File: src/rtl/debounce_scan_ctrl.sv
// Multi-channel switch debouncer with a shared prescaler tick.
// Each channel runs a stable-count debounce. Debounced flips are arbitrated
// (fixed priority, lowest index first) into a small event FIFO.
// Optional feature macro: DB_EV_RELEASE_EN. When defined, releases (1->0)
// also raise events. When undefined, only presses (0->1) raise events.
module debounce_scan_ctrl #(
  parameter int unsigned NCH          = 4,
  parameter int unsigned TICK_W       = 19,
  parameter int unsigned STABLE_TICKS = 3,
  parameter int unsigned FIFO_DEPTH   = 4
) (
  input  logic           clk,
  input  logic           reset,
  input  logic [NCH-1:0] sw,
  output logic [NCH-1:0] db,
  output logic           ev_valid,
  input  logic           ev_ready,
  output logic [3:0]     ev_code,
  output logic           ovf,
  input  logic           ovf_clr
);

  localparam int unsigned PW = $clog2(FIFO_DEPTH);
  localparam int unsigned CW = PW + 1;

  logic [TICK_W-1:0] q_q;
  logic              tick;
  logic [2:0]        cnt_q [NCH];
  logic [2:0]        cnt_d [NCH];
  logic [NCH-1:0]    db_q, db_d;
  logic [NCH-1:0]    flip, ev_raise;
  logic [NCH-1:0]    pend_q, pend_d, plv_q, plv_d;
  logic              ovf_q, ovf_d, ovf_set;
  logic [3:0]        mem_q [FIFO_DEPTH];
  logic [PW-1:0]     wr_ptr_q, rd_ptr_q;
  logic [CW-1:0]     count_q;
  logic              full, empty, push, pop, pend_any, sel_lv;
  logic [2:0]        sel;

  assign tick = (q_q == '0);

  // Per-channel stable-count debounce; a flip fires on the last required tick.
  always_comb begin
    db_d = db_q;
    flip = '0;
    for (int i = 0; i < NCH; i++) begin
      cnt_d[i] = cnt_q[i];
      if (sw[i] == db_q[i]) begin
        cnt_d[i] = 3'd0;
      end else if (tick) begin
        if (cnt_q[i] == 3'(STABLE_TICKS - 1)) begin
          db_d[i]  = sw[i];
          cnt_d[i] = 3'd0;
          flip[i]  = 1'b1;
        end else begin
          cnt_d[i] = cnt_q[i] + 3'd1;
        end
      end
    end
  end

`ifdef DB_EV_RELEASE_EN
  assign ev_raise = flip;
`else
  // Releases still update db but never reach the event path.
  assign ev_raise = flip & sw;
`endif

  assign full  = (count_q == CW'(FIFO_DEPTH));
  assign empty = (count_q == '0);
  assign pop   = ev_ready & ~empty;
  assign push  = pend_any & ~full;

  // Fixed-priority arbiter plus pending/overflow bookkeeping.
  always_comb begin
    pend_any = 1'b0;
    sel      = 3'd0;
    sel_lv   = 1'b0;
    for (int i = 0; i < NCH; i++) begin
      if (pend_q[i] && !pend_any) begin
        pend_any = 1'b1;
        sel      = 3'(i);
        sel_lv   = plv_q[i];
      end
    end
    pend_d  = pend_q;
    plv_d   = plv_q;
    ovf_set = 1'b0;
    for (int i = 0; i < NCH; i++) begin
      if (push && sel == 3'(i)) pend_d[i] = 1'b0;
      // A flip on the servicing edge simply re-arms pend; otherwise it overwrites.
      if (ev_raise[i]) begin
        if (pend_q[i] && !(push && sel == 3'(i))) ovf_set = 1'b1;
        pend_d[i] = 1'b1;
        plv_d[i]  = sw[i];
      end
    end
    ovf_d = ovf_set ? 1'b1 : (ovf_clr ? 1'b0 : ovf_q);
  end

  // State registers for prescaler, channels, pending and overflow.
  always_ff @(posedge clk or negedge reset) begin
    if (!reset) begin
      q_q    <= '0;
      db_q   <= '0;
      pend_q <= '0;
      plv_q  <= '0;
      ovf_q  <= 1'b0;
      for (int i = 0; i < NCH; i++) cnt_q[i] <= 3'd0;
    end else begin
      q_q    <= q_q + TICK_W'(1);
      db_q   <= db_d;
      pend_q <= pend_d;
      plv_q  <= plv_d;
      ovf_q  <= ovf_d;
      for (int i = 0; i < NCH; i++) cnt_q[i] <= cnt_d[i];
    end
  end

  // Event FIFO: circular buffer with registered pointers and occupancy count.
  always_ff @(posedge clk or negedge reset) begin
    if (!reset) begin
      wr_ptr_q <= '0;
      rd_ptr_q <= '0;
      count_q  <= '0;
      for (int i = 0; i < FIFO_DEPTH; i++) mem_q[i] <= 4'd0;
    end else begin
      if (push) begin
        mem_q[wr_ptr_q] <= {sel_lv, sel};
        wr_ptr_q        <= wr_ptr_q + PW'(1);
      end
      if (pop) rd_ptr_q <= rd_ptr_q + PW'(1);
      case ({push, pop})
        2'b10:   count_q <= count_q + CW'(1);
        2'b01:   count_q <= count_q - CW'(1);
        default: count_q <= count_q;
      endcase
    end
  end

  assign db       = db_q;
  assign ovf      = ovf_q;
  assign ev_valid = ~empty;
  assign ev_code  = empty ? 4'd0 : mem_q[rd_ptr_q];

endmodule

File: config.mk
export PLATFORM = sky130hd
export DESIGN_NAME = debounce_scan_ctrl
export DESIGN_NICKNAME = d
export VERILOG_FILES = /design/src/rtl/debounce_scan_ctrl.sv
export SDC_FILE = /design/constraint.sdc
export NUM_CORES = 1
export LEC_CHECK = 0
export ABC_AREA = 1
export CELL_PAD_IN_SITES_DETAIL_PLACEMENT = 0
export CELL_PAD_IN_SITES_GLOBAL_PLACEMENT = 1
export CORE_MARGIN = 1.5
export CORE_UTILIZATION = 30
export CTS_BUF_LIST = sky130_fd_sc_hd__clkbuf_8
export CTS_CLUSTER_DIAMETER = 50
export DETAILED_ROUTE_END_ITERATION = 8
export GPL_TIMING_DRIVEN = 0
export PLACE_DENSITY_LB_ADDON = 0.1
export SETUP_SLACK_MARGIN = 0.05
export SLEW_MARGIN = 20
export SYNTH_ARGS = -nofsm -noshare
export SYNTH_HDL_FRONTEND = slang
export SYNTH_SLANG_ARGS = --single-unit
File: constraint.sdc
create_clock -name clk -period 2.9 [get_ports clk]
set_clock_uncertainty 0.1 [all_clocks]
set_input_delay 0.87 -clock clk [delete_from_list [all_inputs] [get_ports clk]]
set_output_delay 0.87 -clock clk [all_outputs]
set_load 0.1 [all_outputs]
==> metrics.yaml <==
sta:
  final-hold-violation-count: 0
  min_period_ns: 2.79
  relSlewSlack: 0.356
  min_period_over_period: 0.961
  slew_viol_final: 0
  setup_viol: 0
  rsz0062_at_grt: "no"
  fmax_mhz: 359
  worst_slew_pin_slew_ns: 0.964
critical_path:
  r2r_setup_slack_ns: 0.76
  path_cells: "clkdlybuf4s50_1"
  cp_data_arrival_time_ns: 1.82
  cp_max_fo: 2
  r2r_end: "count_q[2]$_DFFE_PN0P_"
  path_class: "flop to primary output"
  cp_slowest_cell: "clkdlybuf4s50_1"
  worst-path-buf-inv: 1
  reg2reg_from: "count_q[0]$_DFFE_PN0P_"
  endpoint_kind: "primary output"
  crit_required_ns: 1.93
  path_delay_family: "buffers and inverters"
  critPathLaunchType: "flop"
  critPathMaxStageDelay_ns: 1.13
  ff2ff_path_depth: 9
power:
  power.density_mw_per_mm2: 727
  ir_worst_vdd_uv: 499
  p_leak_nw: 1.76
  finalPower_w: 0.00269
global_routing:
  grtUsageTotal: 0.129
  grt_max_degree: 44
  first_global_vias: 2345
  overflow: 0
  grt_pass1_wl_um: 11200
  antenna_found_initial: 0
routing:
  routed_via_density: 4.44
  drtIter0Drc: 85
  wirelength_um: 6500
  ant_nets: 0
  drc: 0
  vias: 2375
  wl_per_cell_um: 12.2
  firstDrtPassIters: 4
synthesis:
  ys_types: 33
  ys_seq_elements: 63
  synth.cell_area_sq_mm: 0.00317
  seq_area_frac_synth: 0.497
  syn-num-nets: 384
  avgSynthCellArea_sq_um: 8.62
  synthCells: 368
  yosys_warnings: 0
clocking:
  clock-sinks: 63
  cts_root_buf: "clkbuf_8"
  postCtsSetupBuffers: 0
  numCtsBuffers: 9
  clk_latency_ns: 0.34
  clkSlewWorstSetupHoldPaths_ns: 0.07
  tritoncts: "done"
  ctsLongestPathBuffers: 2
  htree_levels: 3
final_layout:
  area_delta_synth_final_pct: 16.7
  fillers: 1104
  final_common_cell: "nand2_1"
  drive_gt1_frac: 0.120
  final_cell_mix: "70 x nand2_1, 63 x dfrtp_1, 59 x inv_1"
  nets: 411
  antenna-diode-count: 0
  fin_util: 0.360
floorplan:
  start_util: 0.308
  dieArea_sq_mm: 0.0112
  ios: 18
  rows: 37
  fp.dieW_um: 106
  die_y_um: 106
  fp.coreArea_sq_mm: 0.0103
placed_design:
  gp_congestion: 0.702
  portBuffers: 16
  hpwl_um: 4770
status:
  status: "finished clean"
job:
  drv_cap: 0
hold_path:
  worstHoldPathType: "input port to async pin"
## synth_stat cells
master	number	share of area
a21oi_1	11	0.017
a31oi_1	1	0.0020
buf_4	1	0.0024
buf_6	1	0.0036
clkbuf_1	1	0.0012
clkinv_2	1	0.0016
conb_1	1	0.0012
dfrtp_1	63	0.50
fa_1	1	0.0063
ha_1	7	0.028
inv_1	58	0.069
inv_2	2	0.0024
nand2_1	70	0.083
nand2_2	1	0.0020
nand2_4	1	0.0036
nand3_1	20	0.032
nand3_2	4	0.013
nand3b_1	1	0.0024
nand4_1	13	0.026
nand4_2	1	0.0039
nor2_1	32	0.038
nor2_2	5	0.0099
nor2_4	3	0.011
nor3_1	3	0.0047
nor3_2	4	0.013
o21ai_0	31	0.049
o21ai_1	4	0.0063
o21bai_1	1	0.0024
o221ai_1	1	0.0028
o22ai_1	1	0.0020
o31ai_1	1	0.0024
xnor2_1	6	0.017
xor2_1	17	0.047
## flip-flops by register name, indices dropped and copies added, names as in the netlist
signal and cells:
q_q 19, db 4, mem_q 12, plv_q 4, ovf 1, count_q 3
rd_ptr_q 2, cnt_q 12, wr_ptr_q 2, pend_q 4
## where the power goes
group          leakage, nW  internal [W]  switching (W)
logic                0.852      0.000247       0.000663
registers            0.818       0.00101       0.000110
clock network       0.0891      0.000321       0.000339
total                 1.76       0.00158        0.00111
## worst max path at each step
stage / endpoint / from / slack (ns) / cells after the start
detailed placement: ev_code[3] / rd_ptr_q[0]$_DFFE_PN0P_ / -0.43 / 6
floorplan: ev_code[0] / rd_ptr_q[0]$_DFFE_PN0P_ / 0.16 / 5
finish: ovf / ovf$_DFFE_PN0P_ / 0.11 / 1
global route: ovf / ovf$_DFFE_PN0P_ / 0.05 / 1
global placement: cnt_q[7]$_DFFE_PN0P_ / reset / -1.51 / 1
CTS: ev_code[3] / rd_ptr_q[0]$_DFFE_PN0P_ / 0.01 / 6
## timing repair
action,4_1_cts,5_1_grt
hold buffers,0,0
gates resized for setup,24,2
setup endpoints to repair,7,5
pin swaps,0,0
hold endpoints to repair,0,0
## cells by family after synthesis
group / share of synthesized area
adder cells (fa/ha/maj): 0.0339
AND/OR/NAND/NOR: 0.240
AO/OA/AOI/OAI: 0.0841
flip-flops: 0.497
other: 0.00118
buffers and inverters: 0.0797
XOR/XNOR: 0.0635
## per-stage QoR
step	worst slack, ns	area [sq um]	hold WS [ns]	TNS, ns	cells
after detailed placement	-0.434	3540	0.343	-1.31	521
after floorplan	0.161	3180	0.322	0	368
after global routing	0.0540	3700	0.314	0	535
final	0.114	3700	0.320	0	535
after CTS	0.0140	3690	0.315	0	536
after global placement	-1.51	3510	0.341	-96.28	520
## layout make-up
cell class | instances | area (sq um) | area share
multi-input combinational | 241 | 1360 | 0.369
tap | 136 | 170 | 0.0460
sequential | 63 | 1580 | 0.426
buffer | 2 | 18.8 | 0.00507
timing repair buffer | 17 | 175 | 0.0474
clock inverter | 5 | 26.3 | 0.00710
inverter | 61 | 230 | 0.0622
clock buffer | 10 | 138 | 0.0372
## routing by layer
metal | up-vias | GRT usage | wire (um)
met5 | - | 0 | 0
met4 | 0 | 0.0521 | 102
met3 | 7 | 0.0371 | 138
met2 | 19 | 0.197 | 3000
met1 | 1121 | 0.172 | 3260
li1 | 1228 | - | -
(Power assumes the default switching activity.)
